===== src/rtl/mem_arbiter_pkg.sv =====
// ============================================================================
// Module      : mem_arbiter_pkg
// Description : Shared FSM encodings and grant constants for mem_arbiter.
// Revision    : 1.0 - initial release
// ============================================================================
`default_nettype none

package mem_arbiter_pkg;

    typedef enum logic [1:0] {
        ARB_IDLE  = 2'd0,
        ARB_IBUSY = 2'd1,
        ARB_DBUSY = 2'd2,
        ARB_DONE  = 2'd3
    } arb_state_t;

    localparam logic c_GRANT_INSTR = 1'b0;
    localparam logic c_GRANT_DATA  = 1'b1;

endpackage

`default_nettype wire


===== src/rtl/mem_arbiter_grant.sv =====
// ============================================================================
// Module      : arb_grant
// Description : Instruction/data grant selection. Data wins a tie unless the
//               previous grant went to data.
// Revision    : 1.0 - initial release
// ============================================================================
`default_nettype none

module arb_grant
    import mem_arbiter_pkg::*;
(
    input  logic i_req,
    input  logic d_req,
    input  logic last_grant,
    output logic grant_i,
    output logic grant_d
);

    assign grant_d = d_req & (~i_req | (last_grant == c_GRANT_INSTR));
    assign grant_i = i_req & ~grant_d;

endmodule

`default_nettype wire


===== src/rtl/mem_arbiter.sv =====
// ============================================================================
// Module      : mem_arbiter
// Description : Arbitrates fetch and data ports onto one memory port.
//               Define MEM_ARB_RR_EN for alternating priority on ties.
// Revision    : 1.0 - initial release
// ============================================================================
`default_nettype none

module mem_arbiter
    import mem_arbiter_pkg::*;
#(
    parameter int ADDR_W = 32,
    parameter int DATA_W = 32
) (
    input  logic              clk,
    input  logic              rst,
    input  logic              i_req,
    input  logic [ADDR_W-1:0] i_addr,
    output logic [DATA_W-1:0] i_rdata,
    output logic              i_ack,
    input  logic              d_req,
    input  logic              d_we,
    input  logic [ADDR_W-1:0] d_addr,
    input  logic [DATA_W-1:0] d_wdata,
    output logic [DATA_W-1:0] d_rdata,
    output logic              d_ack,
    output logic              m_req,
    output logic              m_we,
    output logic [ADDR_W-1:0] m_addr,
    output logic [DATA_W-1:0] m_wdata,
    input  logic [DATA_W-1:0] m_rdata,
    input  logic              m_ready,
    output logic              stall
);

    arb_state_t        r_state;
    arb_state_t        w_next_state;
    logic              r_sel_d;
    logic              r_we;
    logic [ADDR_W-1:0] r_addr;
    logic [DATA_W-1:0] r_wdata;
    logic [DATA_W-1:0] r_i_rdata;
    logic [DATA_W-1:0] r_d_rdata;
    logic              w_last_grant;
    logic              w_grant_i;
    logic              w_grant_d;
    logic              w_busy;
    logic              w_idle;

    arb_grant u_arb_grant (
        .i_req      (i_req),
        .d_req      (d_req),
        .last_grant (w_last_grant),
        .grant_i    (w_grant_i),
        .grant_d    (w_grant_d)
    );

`ifdef MEM_ARB_RR_EN
    logic r_last_grant;

    always_ff @(posedge clk or posedge rst) begin
        if (rst) begin
            r_last_grant <= c_GRANT_INSTR;
        end else if (w_idle && (w_grant_i || w_grant_d)) begin
            r_last_grant <= w_grant_d ? c_GRANT_DATA : c_GRANT_INSTR;
        end
    end

    assign w_last_grant = r_last_grant;
`else
    assign w_last_grant = c_GRANT_INSTR;
`endif

    assign w_idle = (r_state == ARB_IDLE);
    assign w_busy = (r_state == ARB_IBUSY) || (r_state == ARB_DBUSY);

    always_comb begin
        w_next_state = r_state;
        case (r_state)
            ARB_IDLE: begin
                if (w_grant_d) begin
                    w_next_state = ARB_DBUSY;
                end else if (w_grant_i) begin
                    w_next_state = ARB_IBUSY;
                end
            end
            ARB_IBUSY, ARB_DBUSY: begin
                if (m_ready) begin
                    w_next_state = ARB_DONE;
                end
            end
            default: w_next_state = ARB_IDLE;
        endcase
    end

    always_ff @(posedge clk or posedge rst) begin
        if (rst) begin
            r_state   <= ARB_IDLE;
            r_sel_d   <= 1'b0;
            r_we      <= 1'b0;
            r_addr    <= '0;
            r_wdata   <= '0;
            r_i_rdata <= '0;
            r_d_rdata <= '0;
        end else begin
            r_state <= w_next_state;
            if (w_idle && w_grant_d) begin
                r_sel_d <= 1'b1;
                r_we    <= d_we;
                r_addr  <= d_addr;
                r_wdata <= d_wdata;
            end else if (w_idle && w_grant_i) begin
                r_sel_d <= 1'b0;
                r_we    <= 1'b0;
                r_addr  <= i_addr;
                r_wdata <= '0;
            end
            // Writes complete without touching the read-data registers
            if (w_busy && m_ready && !r_we) begin
                if (r_sel_d) begin
                    r_d_rdata <= m_rdata;
                end else begin
                    r_i_rdata <= m_rdata;
                end
            end
        end
    end

    assign m_req   = w_busy;
    assign m_we    = r_we & w_busy;
    assign m_addr  = r_addr;
    assign m_wdata = r_wdata;
    assign i_rdata = r_i_rdata;
    assign d_rdata = r_d_rdata;
    assign i_ack   = (r_state == ARB_DONE) && !r_sel_d;
    assign d_ack   = (r_state == ARB_DONE) &&  r_sel_d;
    assign stall   = (i_req & ~i_ack) | (d_req & ~d_ack);

endmodule

`default_nettype wire


===== config.mk =====
export PLATFORM = sky130hd
export DESIGN_NAME = mem_arbiter
export DESIGN_NICKNAME = d
export VERILOG_FILES = /design/src/rtl/mem_arbiter_pkg.sv /design/src/rtl/mem_arbiter_grant.sv /design/src/rtl/mem_arbiter.sv
export SDC_FILE = /design/constraint.sdc
export NUM_CORES = 1
export LEC_CHECK = 0
export ABC_AREA = 1
export BUFFER_PORTS_ARGS = -buffer_cell sky130_fd_sc_hd__clkbuf_2
export CELL_PAD_IN_SITES_DETAIL_PLACEMENT = 0
export CELL_PAD_IN_SITES_GLOBAL_PLACEMENT = 1
export CORE_ASPECT_RATIO = 0.7
export CORE_MARGIN = 5
export CORE_UTILIZATION = 30
export CTS_BUF_LIST = sky130_fd_sc_hd__clkbuf_4
export DETAILED_ROUTE_END_ITERATION = 6
export PLACE_DENSITY = 0.88
export SLEW_MARGIN = 20
export SYNTH_ARGS = -nofsm -noshare
export SYNTH_HDL_FRONTEND = slang
export SYNTH_SLANG_ARGS = --single-unit
export TNS_END_PERCENT = 10

===== constraint.sdc =====
create_clock -name clk -period 4.7 [get_ports clk]
set_clock_uncertainty 0.15 [all_clocks]
set_input_delay 0.94 -clock clk [delete_from_list [all_inputs] [get_ports clk]]
set_output_delay 0.94 -clock clk [all_outputs]
set_load 0.01 [all_outputs]

# After elaboration in Yosys (flattened, before gate mapping)
# Index checks and enable logic that the tools add are counted.
classes:
  n_eq_ne: 5
  mux: 11
  n_bitwise: 9
  n_reduce_logical: 15
ops:
  columns: ["op", "n"]
  rows:
  - ["2-to-1 mux 32 bit", 4]
  - ["logical AND 1 bit", 6]
  - ["2-to-1 mux 2 bit", 3]
  - ["AND reduction 2 bit", 3]
  - ["bitwise AND 1 bit", 4]
  - ["== test 2 bit (second input constant)", 2]
  - ["inverter 1 bit", 4]
  - ["one-hot mux 2 bit (2 select lines)", 1]
  - ["2-to-1 mux 1 bit", 3]
  - ["inequality test 3 bit (second input constant)", 1]
  - ["== test 2 x 1 -> 1 bit (second input constant)", 1]
  - ["zero test 1 bit", 2]
  - ["zero test 2 bit", 1]
  - ["inequality test 2 bit (second input constant)", 1]
  - ["nonzero test 2 bit", 1]
  - ["OR reduction 2 bit", 1]
  - ["logical OR 1 bit", 1]
  - ["OR 1 bit", 1]
word_totals:
  ff_bits: 132
  out_inout_bits: 133

# Longest topological paths before layout
depth:
  word_depth: 5
  mapped_depth: 8
  mapped_depth_nobuf: 8

# Cells and area by module
# A second synthesis with hierarchy kept.
hier_totals:
  cells_unflattened: 633
  area_unflattened_um2: 5515.3
modules_own_cells:
  columns: ["module", "n_inst", "cells_each", "area_per_inst_um2", "seq_area_each_um2"]
  rows:
  - ["mem_arbiter", 1, 629, 5487.8, 3303.2]
  - ["arb_grant", 1, 4, 27.5, 0.0]

# Worst setup path before layout
# No wires, ideal clock.
synth_path:
  kind: "input port to output port"
  start: "in d_req"
  end: "out stall"
  t_arrival_ps: 1706
  required_time_ps: 3610
  setup_slack_ps: 1904
  stages: 4
  path_buffers: 2
  cell_sequence: "buf_4 clkinv_1 buf_2 o21ai_0"
synth_between:
  elab_chain_cells: 2
synth_lines:
  columns: ["item", "line", "text"]
  rows:
  - ["from (decl)", "mem_arbiter.sv:21", "input logic d_req,"]
  - ["bitwise AND 1 bit", "mem_arbiter.sv:137", "assign stall = (i_req & ~i_ack) | (d_req & ~d_ack);"]
  - ["OR 1 bit", "mem_arbiter.sv:137", null]
  - ["to (decl)", "mem_arbiter.sv:33", "output logic stall"]
# No other way between the ends.

# Worst setup path in the final report
# Same ends and word-level chain as after synthesis.

==> summary.md <==
| Metric | Value |
|---|---|
| Outcome | `complete, no violations` |
| Root Buffer | `clkbuf_4` |
| Pwr dens | `623.2 nW/um^2` |
| Final worst-path cycle share | `0.5999` |
| TNS Setup | `0 ns` |
| R2R Setup Slk | `2.32 ns` |
| Inserted Clock Buffers | `17` |
| Die Wd | `about 170 um` |
| Hold Crit Class | `flip-flop to flip-flop` |
| Slew Limit Headroom | `0.3203` |
| Drt pass-1 iters | `4` |
| Data arrival time of the critical path | `1.73 ns` |
| #FFs+latches synth | `132` |
| Final nets | `between 1000 and 1500` |
| Setup repair after global routing missed its margin | `no` |
| Commonest non-fill, non-tap cell in the layout | `nand2_1` |
| Hpwl dp | `11.97 mm` |
| Instance count of the mapped netlist | `690` |
| Unique masters post-synth | `17` |
| Place WS | `1.865 ns` |
| Final Hold Violating Endpoints | `0` |
| Via-to-Cell Ratio | `about 4.3` |
| Area Growth Syn to Fin | `31.73%` |
| Highest metal used | `met4` |
| I/O Buffers | `approximately 270` |
| First-pass GRT wire length | `27.26 mm` |
| Max Buffers Root-to-Sink | `2` |
| Cell row count | `41` |
| Sink Count | `roughly 130` |
| Fill cell count | `1909` |
| Worst Tran Pin Value | `1.016 ns` |
| Finished Cell Area | `7381 um^2` |
| Post-CTS Resized | `0` |
| Fin crit period | `2.820 ns` |
| Max_cap viols | `0` |
| Multi-input logic area | `between 1500 and 2000 um^2` |
| Flop pwr share | `0.421` |
| Chip height | `124.3 um` |
| Number of antenna violations at the first check in global routing | `1` |
| VDD IR max | `243.9 uV` |
| TritonCTS clock tree | `done` |
| # Post-CTS Setup Buffers | `0` |
| Met3 Wirelength | `1.032 mm` |
| Number of global-route vias before repair | `5230` |
| Critical path endpoint category | `output port` |
| Antenna Nets Post-Route | `0` |
| Clock-pin slew on the worst setup and hold paths | `0.11 ns` |
| Share of layout cells above drive strength 1 | `0.3215` |
| Worst setup SP type | `input pin` |
| # IOs | `267` |
| Grt total ovfl | `0` |
| WL met1 | `approximately 7.4 mm` |
| Wire length per cell | `around 14 um` |
| Worst setup margin | `1.880 ns` |
| Crit Path Category | `input pin to output port` |
| Via count | `about 5200` |
| Clock Power Share | `0.158` |
| Met2 WL post-DR | `between 7 and 8 mm` |
| Hold-fix buffer count after cts | `0` |
| Total GRT Usage | `0.1534` |
| Initial Util | `0.3085` |
| Syn avg cell area | `8.120 um^2` |
| Leakage dissipation | `4.489 nW` |
| Die ar. | `21550 um^2` |
| Yosys warns | `0` |
| Total internal power | `2.668 mW` |
| Synth Cell Area | `~5600 um^2` |
| FMAX | `0.3547 GHz` |
| Final core occ | `0.4064` |
| CP Data Required Time | `3.61 ns` |
| Clk_lat worst skew | `just under 0.5 ns` |
| Final routed DRC violation total | `0` |
| Sequential-to-total area share from yosys stat | `0.5895` |
| Sw Share | `0.4199` |
| Final setup violation count | `0` |
| Final slew viol count | `0` |
| Largest net degree at the start of global routing | `81` |
| Core ar. | `18160 um^2` |
| Switching pwr | `1.931 mW` |
| Syn nets | `826` |
| Placed cell area | `7114 um^2` |
| CP max FO | `34` |
| Detailed Route Iter0 Violations | `265` |
| Storage cell area | `3303 um^2` |
| Htree depth | `4` |
| Logic pwr share | `0.421` |
| Fin Hold WS | `0.3330 ns` |
| Leading cell types in the layout, fill and taps excluded | `273 x nand2_1, 266 x clkbuf_2, 132 x dfrtp_1, 72 x inv_1, 67 x nor2_1` |
| WL final | `16.51 mm` |
| GP Congestion | `0.7815` |
-- metrics by stage --
step                power (mW)  cells
floorplan                3.080    690
global placement         3.898   1163
detailed placement       3.944   1163
CTS                      4.695   1194
global route             5.028   1195
finish                   4.600   1195
-- state kept, by name (all words and copies together) (netlist names) --
register and cells:
r_we 1, r_state 2, m_addr 32, m_wdata 32
d_rdata 32, i_rdata 32, r_sel_d 1
-- logic make-up after synthesis --
kind of cell | Yosys count | synth area share
compound gates | 70 | 0.06454
fa+ha+maj | 2 | 0.004466
buf+inv | 110 | 0.08084
flops | 132 | 0.5895
simple gates | 376 | 0.2606
-- worst paths after layout --
kind,to,cells past startpoint,startpoint
worst max-delay path,stall,5,d_req
worst min-delay path,m_wdata[26]$_DFFE_PP0P_,2,m_wdata[26]$_DFFE_PP0P_
worst max register to register,r_state[1]$_DFFE_PP0P_,7,r_state[0]$_DFFE_PP0P_
worst min register to register,m_wdata[26]$_DFFE_PP0P_,2,m_wdata[26]$_DFFE_PP0P_
max in group asynchronous,d_rdata[25]$_DFFE_PP0P_,3,rst
min in group asynchronous,m_wdata[10]$_DFFE_PP0P_,2,rst
-- final cells by class --
class | count | share of cell area
multi-input cells | 448 | 0.2506
diodes | 1 | 0.0003390
repair buffers | 273 | 0.1875
flip-flops and latches | 132 | 0.4475
clock buffers | 17 | 0.01729
clock inverters | 14 | 0.01848
inverters | 74 | 0.03831
well taps | 236 | 0.04001
-- per-layer routing --
| metal | vias up | global-route usage |
|---|---|---|
| li1 | 2608 | - |
| met1 | 2396 | 0.1969 |
| met2 | 138 | 0.2444 |
| met3 | 10 | 0.05249 |
| met4 | 0 | 0.04878 |
| met5 | - | 0 |
-- critical path: stages --
cell      delay (ns)
clkbuf_2        0.09
clkinv_1        0.05
buf_4           0.33
o21ai_0         0.15
clkbuf_2        0.14
-- power by group through the flow --
stage / clock, mW / sequential, mW / combinational, mW
2_1_floorplan: 0 / 2.15 / 0.932
3_3_place_gp: 0 / 1.95 / 1.95
3_5_place_dp: 0 / 1.95 / 1.99
4_1_cts: 0.768 / 1.94 / 1.99
5_1_grt: 0.811 / 2.00 / 2.21
6_report: 0.727 / 1.94 / 1.94
-- synth_stat cells (all sizes together) --
library cell / count / area, um^2
inv: 73 / 274.0
o21ai: 67 / 346.6
nor2: 68 / 257.8
a21oi: 3 / 15.01
nand3: 33 / 165.2
buf: 23 / 126.4
ha: 2 / 25.02
clkbuf: 13 / 48.80
nand2: 275 / 1037
clkinv: 1 / 3.750
dfrtp: 132 / 3303
Note: power is estimated with default switching activity, not from simulation.
